## config.mk

```make
export PLATFORM = sky130hd
export DESIGN_NAME = kronos_mem_arbiter
export DESIGN_NICKNAME = d
export VERILOG_FILES = /design/src/rtl/kronos_mem_arbiter.sv
export SDC_FILE = /design/constraint.sdc
export NUM_CORES = 1
export LEC_CHECK = 0
export BUFFER_PORTS_ARGS = -buffer_cell sky130_fd_sc_hd__buf_2
export CAP_MARGIN = 20
export CORE_AREA = 2 2 106 108
export CTS_CLUSTER_DIAMETER = 40
export DETAILED_ROUTE_END_ITERATION = 8
export DIE_AREA = 0 0 108 110
export HOLD_SLACK_MARGIN = 0.02
export PLACE_DENSITY_LB_ADDON = 0.2
export RECOVER_POWER = 25
export SYNTH_ARGS = -nofsm -noshare
export SYNTH_HDL_FRONTEND = slang
export SYNTH_SLANG_ARGS = --single-unit
```

## constraint.sdc

```tcl
create_clock -name clk -period 1.7 [get_ports clk]
set_clock_uncertainty 0.05 [all_clocks]
set_input_delay 0.17 -clock clk [delete_from_list [all_inputs] [get_ports clk]]
set_output_delay 0.17 -clock clk [all_outputs]
set_load 0.05 [all_outputs]
```

## src/rtl/kronos_mem_arbiter.sv

```systemverilog
// Shares one memory port between the fetch and load/store ports of kronos_core.
// Registered grant FSM; acks and read data are passed straight back to the owner.
module kronos_mem_arbiter #(
  parameter int unsigned DATA_PRIORITY = 1,
  parameter int unsigned MAX_WAIT      = 8
) (
  input  logic        clk,
  input  logic        rstz,
  input  logic [31:0] instr_addr,
  input  logic        instr_req,
  output logic        instr_ack,
  output logic [31:0] instr_data,
  input  logic [31:0] data_addr,
  input  logic [31:0] data_wr_data,
  input  logic [3:0]  data_mask,
  input  logic        data_wr_en,
  input  logic        data_req,
  output logic        data_ack,
  output logic [31:0] data_rd_data,
  output logic [31:0] mem_addr,
  output logic [31:0] mem_wr_data,
  output logic [3:0]  mem_mask,
  output logic        mem_wr_en,
  output logic        mem_req,
  input  logic        mem_ack,
  input  logic [31:0] mem_rd_data,
  output logic [1:0]  owner
);

  localparam int unsigned CntW = $clog2(MAX_WAIT + 1);
  localparam logic [CntW-1:0] MaxCnt = CntW'(MAX_WAIT);

  typedef enum logic [1:0] {
    StIdle = 2'b00,
    StGntI = 2'b01,
    StGntD = 2'b10
  } state_e;

  state_e          state_q, state_d;
  logic [CntW-1:0] wait_i_q, wait_i_d;
  logic [CntW-1:0] wait_d_q, wait_d_d;

  logic ack_i, ack_d;
  logic req_i_eff, req_d_eff;

  assign ack_i = mem_ack & (state_q == StGntI);
  assign ack_d = mem_ack & (state_q == StGntD);

  // The port being acked this cycle is done, so it must not win the next grant.
  assign req_i_eff = instr_req & ~ack_i;
  assign req_d_eff = data_req & ~ack_d;

  always_ff @(posedge clk or negedge rstz) begin
    if (!rstz) begin
      state_q  <= StIdle;
      wait_i_q <= '0;
      wait_d_q <= '0;
    end else begin
      state_q  <= state_d;
      wait_i_q <= wait_i_d;
      wait_d_q <= wait_d_d;
    end
  end

  always_comb begin
    state_d = state_q;
    if ((state_q == StIdle) || mem_ack) begin
      if (req_i_eff && req_d_eff) begin
        if (DATA_PRIORITY != 0) begin
          state_d = (wait_i_q == MaxCnt) ? StGntI : StGntD;
        end else begin
          state_d = (wait_d_q == MaxCnt) ? StGntD : StGntI;
        end
      end else if (req_i_eff) begin
        state_d = StGntI;
      end else if (req_d_eff) begin
        state_d = StGntD;
      end else begin
        state_d = StIdle;
      end
    end
  end

  always_comb begin
    wait_i_d = wait_i_q;
    wait_d_d = wait_d_q;
    if (!instr_req || (state_q == StGntI)) begin
      wait_i_d = '0;
    end else if (wait_i_q != MaxCnt) begin
      wait_i_d = wait_i_q + 1'b1;
    end
    if (!data_req || (state_q == StGntD)) begin
      wait_d_d = '0;
    end else if (wait_d_q != MaxCnt) begin
      wait_d_d = wait_d_q + 1'b1;
    end
  end

  // Shared-port fields come from the registered grant only.
  always_comb begin
    mem_addr    = '0;
    mem_wr_data = '0;
    mem_mask    = '0;
    mem_wr_en   = 1'b0;
    mem_req     = 1'b0;
    unique case (state_q)
      StGntI: begin
        mem_addr = instr_addr;
        mem_mask = 4'hF;
        mem_req  = instr_req;
      end
      StGntD: begin
        mem_addr    = data_addr;
        mem_wr_data = data_wr_data;
        mem_mask    = data_mask;
        mem_wr_en   = data_wr_en;
        mem_req     = data_req;
      end
      default: ;
    endcase
  end

  assign instr_ack    = ack_i;
  assign data_ack     = ack_d;
  assign instr_data   = mem_rd_data;
  assign data_rd_data = mem_rd_data;
  assign owner        = state_q;

endmodule

```

After elaboration in Yosys (flattened, before gate mapping)
Cells that the tools add are included.
{"block": "word_totals", "reg_bits": 6, "elab_cells": 30, "output_inout_bits": 138}
{"block": "classes", "reduce_logical": 6, "n_addsub": 1, "bitwise_logic": 6, "n_eq_ne": 4, "mux": 11}
{"op": "$pmux 32 s2", "n": 1}
{"op": "$mux 32", "n": 1}
{"op": "$mux 2", "n": 4}
{"op": "$mux 4", "n": 2}
{"op": "$pmux 4 s2", "n": 1}
{"op": "$add 4x1->4 const B", "n": 1}
{"op": "$and 1x1->1", "n": 4}
{"op": "$eq 4x4->1 const B", "n": 1}
{"op": "$ne 4x4->1 const B", "n": 1}
{"op": "$eq 2x1->1 const B", "n": 1}
{"op": "$eq 2x2->1 const B", "n": 1}
{"op": "$logic_not 2->1", "n": 1}
{"op": "$logic_or 1x1->1", "n": 2}
{"op": "$not 1->1", "n": 2}
{"op": "$pmux 1 s2", "n": 1}
{"op": "$reduce_bool 2->1", "n": 1}
{"op": "$logic_and 1x1->1", "n": 1}
{"op": "$logic_not 1->1", "n": 1}
{"op": "$mux 1", "n": 1}

Logic depth before layout (Yosys ltp)
{"block": "logic_depth", "ltp_word": 7, "ltp_mapped": 6, "mapped_depth_nobuf": 5}

Worst setup path before layout
OpenSTA, ideal clock, no wires.
{"block": "synth_path", "kind": "register to output", "start": "reg state_q[0] (netlist: owner[0])", "end": "out mem_addr[10]", "path_buffers": 1, "path_slack_ps": -629, "t_arrival_ps": 2109, "required_time_ps": 1480, "stages_incl_launch_ff": 5, "path_cell_list": "dfrtp_1 -> inv_1 -> ha_1 -> clkbuf_1 -> nor2b_1"}
{"block": "synth_between", "elab_chain_len": 2, "word_cells_on_any_way": 3, "cone_classes": "eq/ne (2); mux (1)"}
{"element": "from (decl)", "line": "39", "rtl": "state_e state_q, state_d;"}
{"element": "from (signal assigned)", "line": "55", "rtl": "state_q <= StIdle;"}
{"element": "from (signal assigned)", "line": "59", "rtl": "state_q <= state_d;"}
{"element": "$eq 2x2->1 / $eq 2x1->1 (equally long branches)", "line": "106", "rtl": "unique case (state_q)"}
{"element": "$pmux 32 s2 (*)", "line": "106"}
{"element": "to (decl)", "line": "20", "rtl": "output logic [31:0] mem_addr,"}
Every way passes the cells marked *; elsewhere a longest branch is shown, timed or not.

Final worst setup path
{"block": "layout_path", "start": "reg state_q[0] (netlist: owner[0])", "end": "out mem_addr[8]"}
Same word-level chain as after synthesis.

==> reports/summary.md <==
## Route
• **Detailed Route WL** 7590 um
• **top layer reached by signal wires** met4
• **post-route antenna net violation count** 0
• **vias per std cell** 3.99
• **DR WL met3** 556 um
• **DRC** 0
• **number of DRC markers after the initial detailed-route iteration** 72
• **WL/cell** 15.5 um
• **detailed-routing wirelength on met1** 2900 um
• **routed via count** 1959
• **detailed route wirelength on metal2** 4050 um
• **count of TritonRoute iterations in the first routing pass** 4

## Timing
• **minimum clock period after layout** 1.84 ns
• **fraction of the cycle the final worst path needs** 108%
• **transition time at the pin with the least slew margin** 0.294 ns
• **Slew HR** 80.3%
• **unrepaired setup endpoints after global routing** yes
• **Final Hold Viols** 0
• **Final setup viols** 55
• **setup slack of the critical path after layout** -0.136 ns
• **hold_ws** 0.216 ns
• **Sum Neg Setup Slack** -3.05 ns
• **top achievable clock speed** 0.545 GHz
• **number of slew-limit violations in the final report** 0

## Final layout
• **most frequent cells in the layout** buf_2, buf_8, nor2b_4, and2_4, a22oi_2
• **most common library cell in the layout ignoring fill and taps** buf_2
• **layout cell share with drive strength beyond 1** 91.5%
• **net count of the finished layout** 495
• **Layout Utilization** 35.6%
• **Antenna Cells** 0
• **final non-filler cell area** 3810 sq um
• **area overhead of the layout relative to synthesis** 132%

## Setup path
• **nature of the critical path startpoint** register
• **Critical Setup Path Class** register to primary output
• **count of cells along the worst register-to-register path** 6
• **Worst Setup End Kind** primary output
• **worst endpoint required time** 1.48 ns
• **end of the worst register-to-register path** owner[1]$_DFFE_PN0P_
• **slack of the worst reg-to-reg path** 0.18 ns
• **r2r startpoint** owner[0]$_DFFE_PN0P_
• **critical path arrival** 1.62 ns
• **highest fanout seen on the critical path** 16

## Die
• **I/O pin count** 276
• **core region area** 10700 sq um
• **row count** 38
• **initial core utilization** 15.3%
• **Die Span Y** 110 um
• **Die Footprint** 11900 sq um
• **horizontal die dimension** 108 um

## Yosys
• **Cell variety after synth** 24
• **post-synthesis instance area** 1640 sq um
• **number of cells produced by synthesis** 223
• **average size of a mapped cell** 7.36 sq um
• **warnings from Yosys** 0
• **Seq/Total Area, Yosys** 9.15%
• **Post-Synthesis Net Count** 366
• **post-synthesis sequential element count** 6

## Outcome
• **violations in the final reports** setup timing
• **result of the run** finished with violations

## Flow run
• **Maximum Capacitance Violations** 0

## Worst hold path
• **worst-case hold path end point** owner[1]$_DFFE_PN0P_
• **class of the most critical hold timing path** primary input to register
• **worst hold path cell count** 3
• **hold path start** data_req

## Global route
• **number of antenna violations at the first check in global routing** 0
• **largest net degree at the start of global routing** 23
• **Overall Global Routing Usage** 10.9%
• **via count of the first global-routing pass** 1987
• **sum of overflow across all layers after global routing** 0
• **first-pass GRT wire length** 10200 um

## Power and ir drop
• **cell area power density** 1120 nW/um^2
• **worst vdd rail ir drop** 0.588 mV
• **Static Leakage** 1.78 nW

## Clock tree
• **number of buffers created by CTS** 3
• **clock latency of the later-clocked register in the worst-skew pair** 0.22 ns
• **Num Clock Sinks** 6
• **Reg clk slew, reported paths** 0.04 ns
• **H-tree Lvls** 1
• **CTS tree** done
• **master cell of the clock root buffer** clkbuf_8
• **Bufs on Longest Clock Path** 2

## Placement
• **Routability Congestion** 0.677
• **post-DP HPWL** 4880 um
• **Port Buffers** 179
• **cell area after placement** 2630 sq um

-- cell families after synthesis --
family	share of synthesized area (%)
xor gates and xnor gates	1.60
and+or+nand+nor	30.8
muxes	0.610
AOI/OAI and AO/OA	19.1
buffers and inverters	34.9
DFF	9.15
adders and majority gates	3.81
-- worst max path at each step --
stage                               startpoint      endpoint  cells after the start
final                     owner[0]$_DFFE_PN0P_   mem_addr[8]                      6
after global routing      owner[1]$_DFFE_PN0P_  mem_addr[19]                      6
after CTS                 owner[0]$_DFFE_PN0P_  mem_addr[15]                      6
after detailed placement  owner[1]$_DFFE_PN0P_  mem_addr[11]                      7
after global placement    owner[1]$_DFFE_PN0P_  mem_addr[11]                      7
after floorplan           owner[1]$_DFFE_PN0P_  mem_addr[10]                      4
-- metal layers --
| layer | GRT usage, % | up-vias |
|---|---|---|
| li1 | - | 931 |
| met1 | 12.5 | 930 |
| met2 | 20.4 | 79 |
| met3 | 1.88 | 19 |
| met4 | 3.57 | 0 |
| met5 | 0 | - |
-- sequential cells by signal, indices dropped and copies added, names as in the netlist --
register and cells:
owner 2, wait_i_q 4
-- where the power goes --
group | switching [mW] | internal, mW
Sequential | 0.0233 | 0.165
Clock | 0.0621 | 0.161
Combinational | 2.00 | 1.86
Total | 2.09 | 2.19
-- worst max-delay path, cell delays in order (launching register included) --
cell	delay, ns
dfrtp_2	0.41
buf_4	0.15
ha_4	0.18
buf_12	0.16
a22oi_1	0.25
nor2b_4	0.07
buf_6	0.15
-- area by class of cell --
cell class                      instances  area (sq um)
Sequential cell                         6           153
Tap cell                              140           175
Multi-Input combinational cell        133          1490
Inverter                                5          21.3
Fill cell                            1084          6890
Timing Repair Buffer                  203          1920
Clock buffer                            4          45.0
-- stage by stage --
step,setup WS (ns),instances,total power [mW]
after floorplan,-0.0656,223,2.62
after global placement,-0.0325,473,2.83
after detailed placement,-0.0280,473,2.83
after CTS,-0.147,492,4.15
after global routing,-0.176,491,4.45
final,-0.136,491,4.27
-- cells in the mapped netlist --
cell type / instances / area (sq um)
inv_1: 5 / 18.8
xnor2_1: 1 / 8.76
buf_6: 1 / 11.3
a21oi_1: 4 / 20.0
nand3b_4: 1 / 20.0
nor2_1: 5 / 18.8
buf_2: 8 / 40.0
a21bo_1: 1 / 10.0
nand2_1: 3 / 11.3
clkbuf_1: 6 / 22.5
and2_1: 34 / 213
a311oi_2: 1 / 15.0
mux2i_1: 1 / 10.0
nand3_1: 1 / 5.00
o211ai_1: 1 / 7.51
ha_1: 5 / 62.6
xor2_1: 2 / 17.5
o21ai_1: 1 / 5.00
nand2b_1: 1 / 6.26
a21o_1: 1 / 7.51
dfrtp_1: 6 / 150
nor2b_1: 37 / 231
buf_4: 64 / 480
a22oi_1: 33 / 248
-- repair_timing --
action | 4_1_cts | 5_1_grt
buffers inserted | 8 | 3
resized for setup | 182 | 96
pin swaps | 15 | 11
cloned | 7 | 3
setup endpoints to repair | 72 | 72
endpoints found under the hold margin | 6 | 0
hold buffers | 1 | 0
Power figures use the tool's default switching activity.
